### src/rtl/mem_port_arbiter.sv
// rtl/mem_port_arbiter.sv - one single-port memory shared by fetch and data requesters
//
// Purpose: a three-state FSM grants one memory transaction at a time, drives the
// registered memory port, returns read data with a one-cycle valid pulse and raises
// stalls while a requester is waiting. Data has priority; a starvation counter forces
// a fetch grant after MAX_STARVE data grants issued with fetch pending. A transaction
// without mem_ack for TIMEOUT busy cycles is aborted with an err pulse.
//
// Ports:
//   clk, rst                      clock, synchronous active-high reset
//   if_req, if_addr               fetch read request (level) and address
//   if_rdata, if_valid            fetched word and completion pulse
//   d_req, d_we, d_addr, d_wdata  data request (level), store flag, address, store data
//   d_rdata, d_valid              data read word and completion pulse
//   stall_if, stall_d             requester is waiting (comb)
//   mem_req, mem_we, mem_addr,
//   mem_wdata                     registered memory port, held for a whole transaction
//   mem_rdata, mem_ack            memory read data and one-cycle completion
//   err                           one-cycle pulse on timeout abort
module mem_port_arbiter #(
  parameter int DATA_WIDTH = 32,
  parameter int ROM_WIDTH  = 12,
  parameter int MAX_STARVE = 4,
  parameter int TIMEOUT    = 64
) (
  input  logic                  clk,
  input  logic                  rst,
  input  logic                  if_req,
  input  logic [ROM_WIDTH-1:0]  if_addr,
  output logic [DATA_WIDTH-1:0] if_rdata,
  output logic                  if_valid,
  input  logic                  d_req,
  input  logic                  d_we,
  input  logic [DATA_WIDTH-1:0] d_addr,
  input  logic [DATA_WIDTH-1:0] d_wdata,
  output logic [DATA_WIDTH-1:0] d_rdata,
  output logic                  d_valid,
  output logic                  stall_if,
  output logic                  stall_d,
  output logic                  mem_req,
  output logic                  mem_we,
  output logic [DATA_WIDTH-1:0] mem_addr,
  output logic [DATA_WIDTH-1:0] mem_wdata,
  input  logic [DATA_WIDTH-1:0] mem_rdata,
  input  logic                  mem_ack,
  output logic                  err
);

  localparam int SW = $clog2(MAX_STARVE + 1);
  localparam int TW = $clog2(TIMEOUT + 1);
  localparam logic [SW-1:0] STARVE_MAX = SW'(MAX_STARVE);
  localparam logic [TW-1:0] TMO_LAST   = TW'(TIMEOUT - 1);

  typedef enum logic [1:0] {IDLE, BUSY_I, BUSY_D} state_t;

  state_t        state, state_nxt;
  logic [SW-1:0] starve_cnt;
  logic [TW-1:0] tmo_cnt;
  logic          grant_d, grant_i, done, abort;

  assign stall_if = if_req && !if_valid;
  assign stall_d  = d_req && !d_valid;

  // While a valid pulse is out, the finished requester still shows its request
  // level; granting then would replay the same access, hence the idle bubble.
  always_comb begin
    state_nxt = state;
    grant_d   = 1'b0;
    grant_i   = 1'b0;
    done      = 1'b0;
    abort     = 1'b0;
    case (state)
      IDLE: begin
        if (!if_valid && !d_valid) begin
          if (d_req && !(if_req && starve_cnt == STARVE_MAX)) begin
            grant_d   = 1'b1;
            state_nxt = BUSY_D;
          end else if (if_req) begin
            grant_i   = 1'b1;
            state_nxt = BUSY_I;
          end
        end
      end
      BUSY_I, BUSY_D: begin
        if (mem_ack) begin
          done      = 1'b1;
          state_nxt = IDLE;
        end else if (tmo_cnt == TMO_LAST) begin
          abort     = 1'b1;
          state_nxt = IDLE;
        end
      end
      default: state_nxt = IDLE;
    endcase
  end

  always_ff @(posedge clk) begin
    if (rst) begin
      state <= IDLE;
    end else begin
      state <= state_nxt;
    end
  end

  always_ff @(posedge clk) begin
    if (rst) begin
      starve_cnt <= '0;
      tmo_cnt    <= '0;
      mem_req    <= 1'b0;
      mem_we     <= 1'b0;
      mem_addr   <= '0;
      mem_wdata  <= '0;
      if_rdata   <= '0;
      d_rdata    <= '0;
      if_valid   <= 1'b0;
      d_valid    <= 1'b0;
      err        <= 1'b0;
    end else begin
      if_valid <= 1'b0;
      d_valid  <= 1'b0;
      err      <= 1'b0;
      if (grant_d) begin
        mem_req   <= 1'b1;
        mem_we    <= d_we;
        mem_addr  <= d_addr;
        mem_wdata <= d_wdata;
        tmo_cnt   <= '0;
        if (if_req && starve_cnt != STARVE_MAX) begin
          starve_cnt <= starve_cnt + 1'b1;
        end
      end else if (grant_i) begin
        mem_req    <= 1'b1;
        mem_we     <= 1'b0;
        mem_addr   <= {{(DATA_WIDTH-ROM_WIDTH){1'b0}}, if_addr};
        starve_cnt <= '0;
        tmo_cnt    <= '0;
      end else if (done) begin
        mem_req <= 1'b0;
        mem_we  <= 1'b0;
        tmo_cnt <= '0;
        // Stores also return mem_rdata, so d_rdata follows every data completion.
        if (state == BUSY_I) begin
          if_rdata <= mem_rdata;
          if_valid <= 1'b1;
        end else begin
          d_rdata <= mem_rdata;
          d_valid <= 1'b1;
        end
      end else if (abort) begin
        mem_req <= 1'b0;
        mem_we  <= 1'b0;
        err     <= 1'b1;
        tmo_cnt <= '0;
      end else if (state != IDLE) begin
        tmo_cnt <= tmo_cnt + 1'b1;
      end
    end
  end

endmodule
### config.mk
export PLATFORM = sky130hd
export DESIGN_NAME = mem_port_arbiter
export DESIGN_NICKNAME = d
export VERILOG_FILES = /design/src/rtl/mem_port_arbiter.sv
export SDC_FILE = /design/constraint.sdc
export NUM_CORES = 1
export LEC_CHECK = 0
export ABC_CLOCK_PERIOD_IN_PS = 4500
export BUFFER_PORTS_ARGS = -buffer_cell sky130_fd_sc_hd__buf_2
export CAP_MARGIN = 15
export CORE_MARGIN = 2
export CORE_UTILIZATION = 25
export CTS_CLUSTER_DIAMETER = 150
export CTS_CLUSTER_SIZE = 20
export DETAILED_ROUTE_END_ITERATION = 6
export RECOVER_POWER = 25
export SYNTH_ARGS = -nofsm -noshare
export SYNTH_HDL_FRONTEND = slang
export SYNTH_SLANG_ARGS = --single-unit
### constraint.sdc
create_clock -name clk -period 4.5 [get_ports clk]
set_clock_uncertainty 0.05 [all_clocks]
set_input_delay 0.9 -clock clk [delete_from_list [all_inputs] [get_ports clk]]
set_output_delay 0.9 -clock clk [all_outputs]
set_load 0.05 [all_outputs]
==> results_dict.tcl, run 1 <==
set metrics [dict create \
    status "finished, final reports clean" \
    ys.flop_type "dfxtp_1" \
    ios 249 \
    slew_headroom_pct 35.0 \
    htree_levels 4 \
    io_buffers 248 \
    combPwrFrac_pct 21.2 \
    yosysUniqueCellTypes 37 \
    die_h_um 149 \
    clockBufferDepth 2 \
    internal_power_w 0.00248 \
    critPathArrivalTime_ps 3170 \
    power_frac_seq_pct 38.7 \
    hold_buffers 0 \
    drive_gt1_share_pct 26.4 \
    fin_crit_ps 2940 \
    cts_tree "done" \
    cts_buffers 17 \
    dr.first_iter.drc_count 231 \
    worstMarginPinSlew_ps 975 \
    hp-start "d_rdata[8]" \
    postPlaceCellArea_um2 6690 \
    syn_area_per_cell_um2 8.62 \
    p_per_area_nw_per_um2 507 \
    syn2layout_area_growth_pct 37.6 \
    syn-instance-count 613 \
    muxShareOfSynthArea_pct 2.67 \
    clockPowerShare_pct 40.1 \
    final_area_um2 7270 \
    reg2reg_to "mem_addr[4]" \
    critical_path_peak_fanout 44 \
    power_w 0.00369 \
    yosys.area.top_type "dfxtp_1" \
    clkSinkCount 145 \
    setup-tns-final_ps 0 \
    synthArstFlopShare_pct 0 \
    place_inst 1101 \
    clk_latency_ps 420 \
    synth_top_family_by_area "simple AND/OR/NAND/NOR gates" \
    synth_compound_area_share_pct 16.1 \
    dpl.hpwl_um 10300 \
    gp_congestion 0.764 \
    grt_overflow 0 \
    root_buffer "clkbuf_16" \
    viasPerCell 4.32 \
    hold_violations 0 \
    synth-simple-area-share_pct 19.3 \
    setup_viol 0 \
    initial_core_util_pct 25.3 \
    antenna_left 0 \
    die_area_um2 22300 \
    grt_usage_pct 13.0 \
    via_count 4905 \
    grt_pass1_vias 4575 \
    die_x_um 149 \
    drv_cap 0 \
    ir_drop_mv 0.221 \
    post-cts-setup-buffers 0 \
    holdCritPathClass "flop to flop" \
    ys_ff_latch 145 \
    antenna_found_initial 0 \
    reg2reg_from "state[0]" \
    insertedDiodeCount 0 \
    routedWlPerCell_um 13.2 \
    nets 966 \
    design.core.area_um2 20900 \
    fin_cells 1135 \
    yosysSeqAreaShare_pct 54.9 \
    slew_violations 0 \
    syn-num-nets 732 \
    synth_area_leaders "dfxtp_1 55%, nand2_1 15%, a21oi_1 9.3%, a22o_1 3.3%, mux2i_1 2.5%" \
    rrSetupSlack_ps 1560 \
    cts_resized 0 \
    grt_pass1_wl_um 22700 \
    timing.hold.ws_ps 400 \
    rows 53 \
    sw_frac_of_total_pct 32.7 \
    yosys.cell_count.top_type "nand2_1" \
    wirelength_um 14900 \
    period_share_pct 65.3 \
    endpoint_kind "flop" \
    holdPathStages 2 \
    ys_warn_count 0 \
    drc 0 \
    hold_end "d_rdata[8]" \
    netlist_area_um2 5290 \
    synth_fa_ha_area_share_pct 1.18 \
    p_leak_nw 3.03 \
    synthTopCellsByCount "212 x nand2_1, 145 x dfxtp_1, 98 x a21oi_1" \
    p_switching_w 0.00121 \
    synthXorXnorAreaFrac_pct 0.994 \
    required_ps 4730 \
    synth_edf_count 0 \
    rsz0062_at_grt "false" \
    start_kind "flop" \
    cts.clk_slew.worst_paths_ps 60 \
    grt_max_degree 55 \
    r2r_cells 6 \
    fmax_mhz 340 \
    critical_path_class "flop to flop" \
    first_pass_iters 4 \
    synthDominantCellAreaShare_pct 54.9 \
]
==> metal layers <==
metal  GRT usage (%)  wire [um]
met5               0          0
met4            5.00        211
met3            4.18       1160
met2            21.7       7070
met1            15.5       6500
==> layout make-up <==
type | instances | area [um^2]
clock buffers | 20 | 457
multi-input cells | 420 | 2130
well taps | 275 | 344
flip-flops and latches | 145 | 2900
repair buffers | 256 | 1260
clock inverters | 12 | 156
inverters | 7 | 26.3
fillers | 2222 | 13600
==> logic make-up (layout without fill, tap and decap cells) <==
group | count (synthesis) | after routing
AOI/OAI and AO/OA | 145 | 145
xor gates and xnor gates | 6 | 6
adders and majority gates | 5 | 5
buffers and inverters | 48 | 295
DFF | 145 | 145
muxes | 14 | 14
and+or+nand+nor | 250 | 250
==> flip-flops by register name (all words and copies together), names as in the netlist <==
signal and count:
mem_we 1, state 2, mem_req 1, tmo_cnt 7, d_rdata 32, err 1
if_valid 1, mem_wdata 32, mem_addr 32, starve_cnt 3, d_valid 1, if_rdata 32
==> power groups by stage <==
stage	Sequential (W)	Combinational, W	Clock [W]
after global routing	0.00144	0.000844	0.00158
final	0.00143	0.000782	0.00148
after floorplan	0.00177	0.000279	0
after global placement	0.00145	0.000793	0
after CTS	0.00143	0.000797	0.00153
after detailed placement	0.00146	0.000797	0
==> worst max path at each step <==
| stage | start | to | slack [ps] | depth (start not counted) |
|---|---|---|---|---|
| final | state[0] | mem_addr[4] | 1560 | 6 |
| after global routing | state[0] | mem_addr[6] | 1270 | 6 |
| after CTS | state[1] | mem_addr[8] | 1520 | 6 |
| after detailed placement | state[1] | mem_addr[8] | 1540 | 6 |
| after global placement | state[1] | mem_addr[3] | 1620 | 6 |
| after floorplan | d_req | stall_d | 1940 | 1 |
==> cell usage in the layout, fill, tap and decap left out, types with 4 or more instances in the layout <==
cell type	instances
a21oi_1	98
dfxtp_1	145
nor2b_1	4
mux2i_1	13
clkbuf_16	17
inv_1	7
ha_1	5
clkbuf_1	70
nand3_1	5
buf_2	178
nand2_1	212
o21ai_0	13
nor2_1	12
buf_4	7
a22o_1	20
==> critical path, cell delays in order (launching register included) <==
cell and delay [ps]:
dfxtp_1 320, inv_1 70, ha_1 310, nor3b_2 690, and3_2 980, mux2i_1 260
o21ai_0 100
==> stage by stage <==
stage / utilization, % / setup WS, ps
2_1_floorplan: - / 1940
5_1_grt: 34.8 / 1270
4_1_cts: 35.0 / 1520
3_3_place_gp: 32.0 / 1620
6_report: 34.8 / 1560
3_5_place_dp: 32.0 / 1540
Note: power is estimated with default switching activity, not from simulation.
==> run 2: changes to the inputs <==
ABC_CLOCK_PERIOD_IN_PS = 2850   (was 4500)
clock period = 2.85 ns   (was 4.5 ns; I/O delays follow)
==> results_dict.tcl, run 2 (synthesized netlist as in run 1, its figures left out) <==
set metrics [dict create \
    holdCritPathClass "primary input to flop" \
    gp_congestion 0.737 \
    clkSinkCount 145 \
    antenna_found_initial 0 \
    drc 0 \
    p_switching_w 0.00193 \
    dpl.hpwl_um 10300 \
    ios 249 \
    met3_length_um 1060 \
    top_layer "met4" \
    slew_violations 0 \
    p_per_area_nw_per_um2 823 \
    clockBufferDepth 2 \
    design.core.area_um2 20900 \
    sw_frac_of_total_pct 32.1 \
    drive_gt1_share_pct 26.9 \
    fin_crit_ps 2130 \
    drv_cap 0 \
    status "finished, final reports clean" \
    cts_tree "done" \
    via_count 4878 \
    antenna_left 0 \
    combPwrFrac_pct 20.7 \
    power_frac_seq_pct 37.5 \
    post-cts-setup-buffers 0 \
    grt_overflow 0 \
    wirelength_um 15000 \
    cts.clk_slew.worst_paths_ps 70 \
    slew_headroom_pct 55.3 \
    postPlaceCellArea_um2 6740 \
    period_share_pct 74.8 \
    clockPowerShare_pct 41.9 \
    first_pass_iters 4 \
    cts_buffers 17 \
    final_common_cell "nand2_1" \
    grt_usage_pct 13.2 \
    grt_pass1_wl_um 23100 \
    die_area_um2 22300 \
    clk_latency_ps 410 \
    multi_input_area_um2 2130 \
    nets 969 \
    critPathArrivalTime_ps 2420 \
    die_h_um 149 \
    grt_max_degree 56 \
    fmax_mhz 469 \
    nFillCells 2222 \
    required_ps 3140 \
    cts_resized 0 \
    final_cell_mix "212 x nand2_1, 180 x buf_2, 145 x dfxtp_1" \
    setup-tns-final_ps 0 \
    routedWlPerCell_um 13.2 \
    p_leak_nw 3.05 \
    dr.first_iter.drc_count 181 \
    worstMarginPinSlew_ps 674 \
    rows 53 \
    dr_wl_met2_um 7050 \
    timing.hold.ws_ps 309 \
    viasPerCell 4.28 \
    critical_path_class "flop to flop" \
    met1Wirelength_um 6700 \
    io_buffers 248 \
    internal_power_w 0.00409 \
    syn2layout_area_growth_pct 38.5 \
    hold_violations 0 \
    critical_path_peak_fanout 32 \
    htree_levels 4 \
    start_kind "flop" \
    root_buffer "clkbuf_16" \
    ir_drop_mv 0.362 \
    final_area_um2 7320 \
    setup_viol 0 \
    final-seq-area_um2 2900 \
    grt_pass1_vias 4564 \
    initial_core_util_pct 25.3 \
    hold_buffers 0 \
    rsz0062_at_grt "false" \
    die_x_um 149 \
    endpoint_kind "flop" \
]
==> run 2: changes by cell type in the layout (fill, tap and decap cells not counted), sizes merged <==
cell | before | now
clkinvlp | 1 | 2
clkbuf | 89 | 85
inv | 9 | 11
diode | 0 | 1
buf | 187 | 192
clkinv | 6 | 3
bufinv | 3 | 5
==> run 2: final timing paths <==
check             slack (ps)       start  depth (start not counted)            to
setup reg to reg         720    state[1]                          8  if_rdata[20]
hold reg to reg          400      mem_we                          2        mem_we
hold / removal           310  d_addr[22]                          2  mem_addr[22]
setup / recovery         720    state[1]                          8  if_rdata[20]
==> run 2: worst max-delay path, stage by stage (launching register included) <==
cell and delay, ps:
dfxtp_1 300, inv_1 90, ha_1 330, nor3b_1 290, buf_4 240, a21o_1 140
buf_4 350, nand2_1 90, a21oi_1 160
==> run 2: cell type report <==
type / count / area share (%)
antenna: 1 / 0.0342
tap: 275 / 4.70
multi-input combinational: 420 / 29.0
clock inverter: 14 / 3.08
clock buffer: 18 / 6.00
inverter: 7 / 0.359
sequential: 145 / 39.7
timing repair buffer: 259 / 17.1
==> run 2: stage by stage <==
stage | setup WS (ps) | power (W) | util (%) | instances
finish | 719 | 0.00603 | 35.0 | 1139
CTS | 768 | 0.00614 | 35.5 | 1138
global placement | 762 | 0.00357 | 32.3 | 1106
detailed placement | 719 | 0.00358 | 32.3 | 1106
global route | 481 | 0.00630 | 35.0 | 1138
floorplan | 953 | 0.00324 | - | 613
==> run 2: layer usage <==
layer  track usage, %  vias to the layer above
li1                 -                     2509
met1             16.0                     2182
met2             21.9                      175
met3             4.12                       12
met4             4.71                        0
met5                0                        -
==> run 2: power groups by stage <==
stage	clock network, W	registers, W	logic, W
5_1_grt	0.00268	0.00228	0.00134
6_report	0.00252	0.00226	0.00125
3_3_place_gp	0	0.00230	0.00128
2_1_floorplan	0	0.00280	0.000441
3_5_place_dp	0	0.00230	0.00128
4_1_cts	0.00260	0.00226	0.00128
==> run 3: changes to the inputs <==
ABC_CLOCK_PERIOD_IN_PS = 1900   (was 2850)
clock period = 1.9 ns   (was 2.85 ns; I/O delays follow)
==> results_dict.tcl, run 3 (synthesized netlist as in run 1, its figures left out) <==
set metrics [dict create \
    status "finished, final reports clean" \
    wirelength_um 15000 \
    initial_core_util_pct 25.3 \
    holdCritPathClass "primary input to flop" \
    postPlaceCellArea_um2 6870 \
    p_leak_nw 3.09 \
    grt_pass1_wl_um 23300 \
    nets 972 \
    die_h_um 149 \
    hold_violations 0 \
    rsz0062_at_grt "false" \
    io_buffers 248 \
    first_pass_iters 4 \
    routedWlPerCell_um 13.2 \
    critPathArrivalTime_ps 1340 \
    critical_path_peak_fanout 4 \
    root_buffer "clkbuf_16" \
    clockBufferDepth 2 \
    post-cts-setup-buffers 0 \
    clkSinkCount 145 \
    die_area_um2 22300 \
    start_kind "flop" \
    crit_family "flip-flops" \
    endpoint_kind "primary output" \
    grt_pass1_vias 4542 \
    rows 53 \
    worstMarginPinSlew_ps 655 \
    antenna_left 0 \
    htree_levels 4 \
    setup_viol 0 \
    die_x_um 149 \
    drive_gt1_share_pct 27.3 \
    cts_tree "done" \
    period_share_pct 93.0 \
    dr.first_iter.drc_count 178 \
    cts_buffers 17 \
    setup-tns-final_ps 0 \
    grt_overflow 0 \
    viasPerCell 4.31 \
    slew_violations 0 \
    clk_latency_ps 410 \
    place_inst 1109 \
    rrSetupSlack_ps 150 \
    final_cell_mix "212 x nand2_1, 178 x buf_2, 145 x dfxtp_1" \
    p_per_area_nw_per_um2 1200 \
    fmax_mhz 566 \
    cp_slowest_stage_delay_ps 340 \
    fin_crit_ps 1770 \
    grt_max_degree 55 \
    critPathBufInv 1 \
    antenna_found_initial 0 \
    via_count 4922 \
    ir_drop_mv 0.530 \
    fin_ws_ps 134 \
    drc 0 \
    cpMaxStageDelayCell "dfxtp_1" \
    cp_cell_sequence "nor2b_1, buf_2" \
    gp_congestion 0.748 \
    cts.clk_slew.worst_paths_ps 60 \
    syn2layout_area_growth_pct 40.5 \
    ios 249 \
    slew_headroom_pct 56.5 \
    pre_cts_slack_ps 129 \
    dpl.hpwl_um 10500 \
    final_common_cell "nand2_1" \
    design.core.area_um2 20900 \
    final_area_um2 7430 \
    nFillCells 2236 \
    grt_usage_pct 13.4 \
    required_ps 1470 \
    insertedDiodeCount 0 \
    fin_cells 1141 \
    drv_cap 0 \
    critical_path_class "flop to primary output" \
]
[run 3: cell count changes in the layout (fill, tap and decap cells not counted), sizes merged]
cell      previous run  this run
bufinv               5         4
clkinv               3         6
clkbuf              85        87
clkinvlp             2         0
buf                192       193
diode                1         0
[run 3: path summary, 6_finish.rpt]
path / start / endpoint / cells after the start
min reg2reg: mem_we / mem_we / 2
max: if_valid / stall_if / 2
max reg2reg: state[0] / d_rdata[21] / 8
min: d_we / mem_we / 2
[run 3: worst register-to-register path, cell delays in order (launching register included)]
cell	delay, ps
dfxtp_1	330
inv_1	60
ha_1	200
nor3b_2	160
buf_4	180
a211o_1	300
buf_12	170
nand2_1	120
a21oi_2	60
[run 3: routing by layer]
metal  vias up  part of all wire [%]  wire length, um  GRT usage [%]
li1       2519                     -                -              -
met1      2205                    44             6590           16.7
met2       189                    48             7150           21.9
met3         9                   7.6             1140           4.30
met4         0                  0.76              114           4.33
met5         -                     0                0              0
[run 3: metrics by stage]
stage,utilization (%),total power (W),hold slack [ps]
after CTS,35.9,0.00910,91.3
after floorplan,-,0.00486,412
after global routing,35.5,0.00938,89.4
final,35.5,0.00892,119
after global placement,32.9,0.00543,378
after detailed placement,32.9,0.00544,393
[run 3: what timing repair did]
| action | CTS | global route |
|---|---|---|
| endpoints found under the setup margin | 0 | 12 |
| resized for setup | 0 | 3 |
| endpoints found under the hold margin | 0 | 0 |
| hold buffers | 0 | 0 |
[run 3: cell type report]
type                       instances  area [um^2]  share of cell area, %
tap                              275          344                   4.63
multi-input combinational        420         2140                   28.9
clock inverter                    14          205                   2.76
inverter                           7         26.3                  0.354
sequential                       145         2900                   39.1
timing repair buffer             262         1380                   18.5
clock buffer                      18          429                   5.78
[run 3: report_power, final]
part	total, W	internal, W	switching [W]	leakage [nW]
sequential	0.00339	0.00327	0.000114	1.18
clock	0.00360	0.00223	0.00137	0.313
combinational	0.00194	0.000531	0.00141	1.59
total	0.00892	0.00603	0.00289	3.09
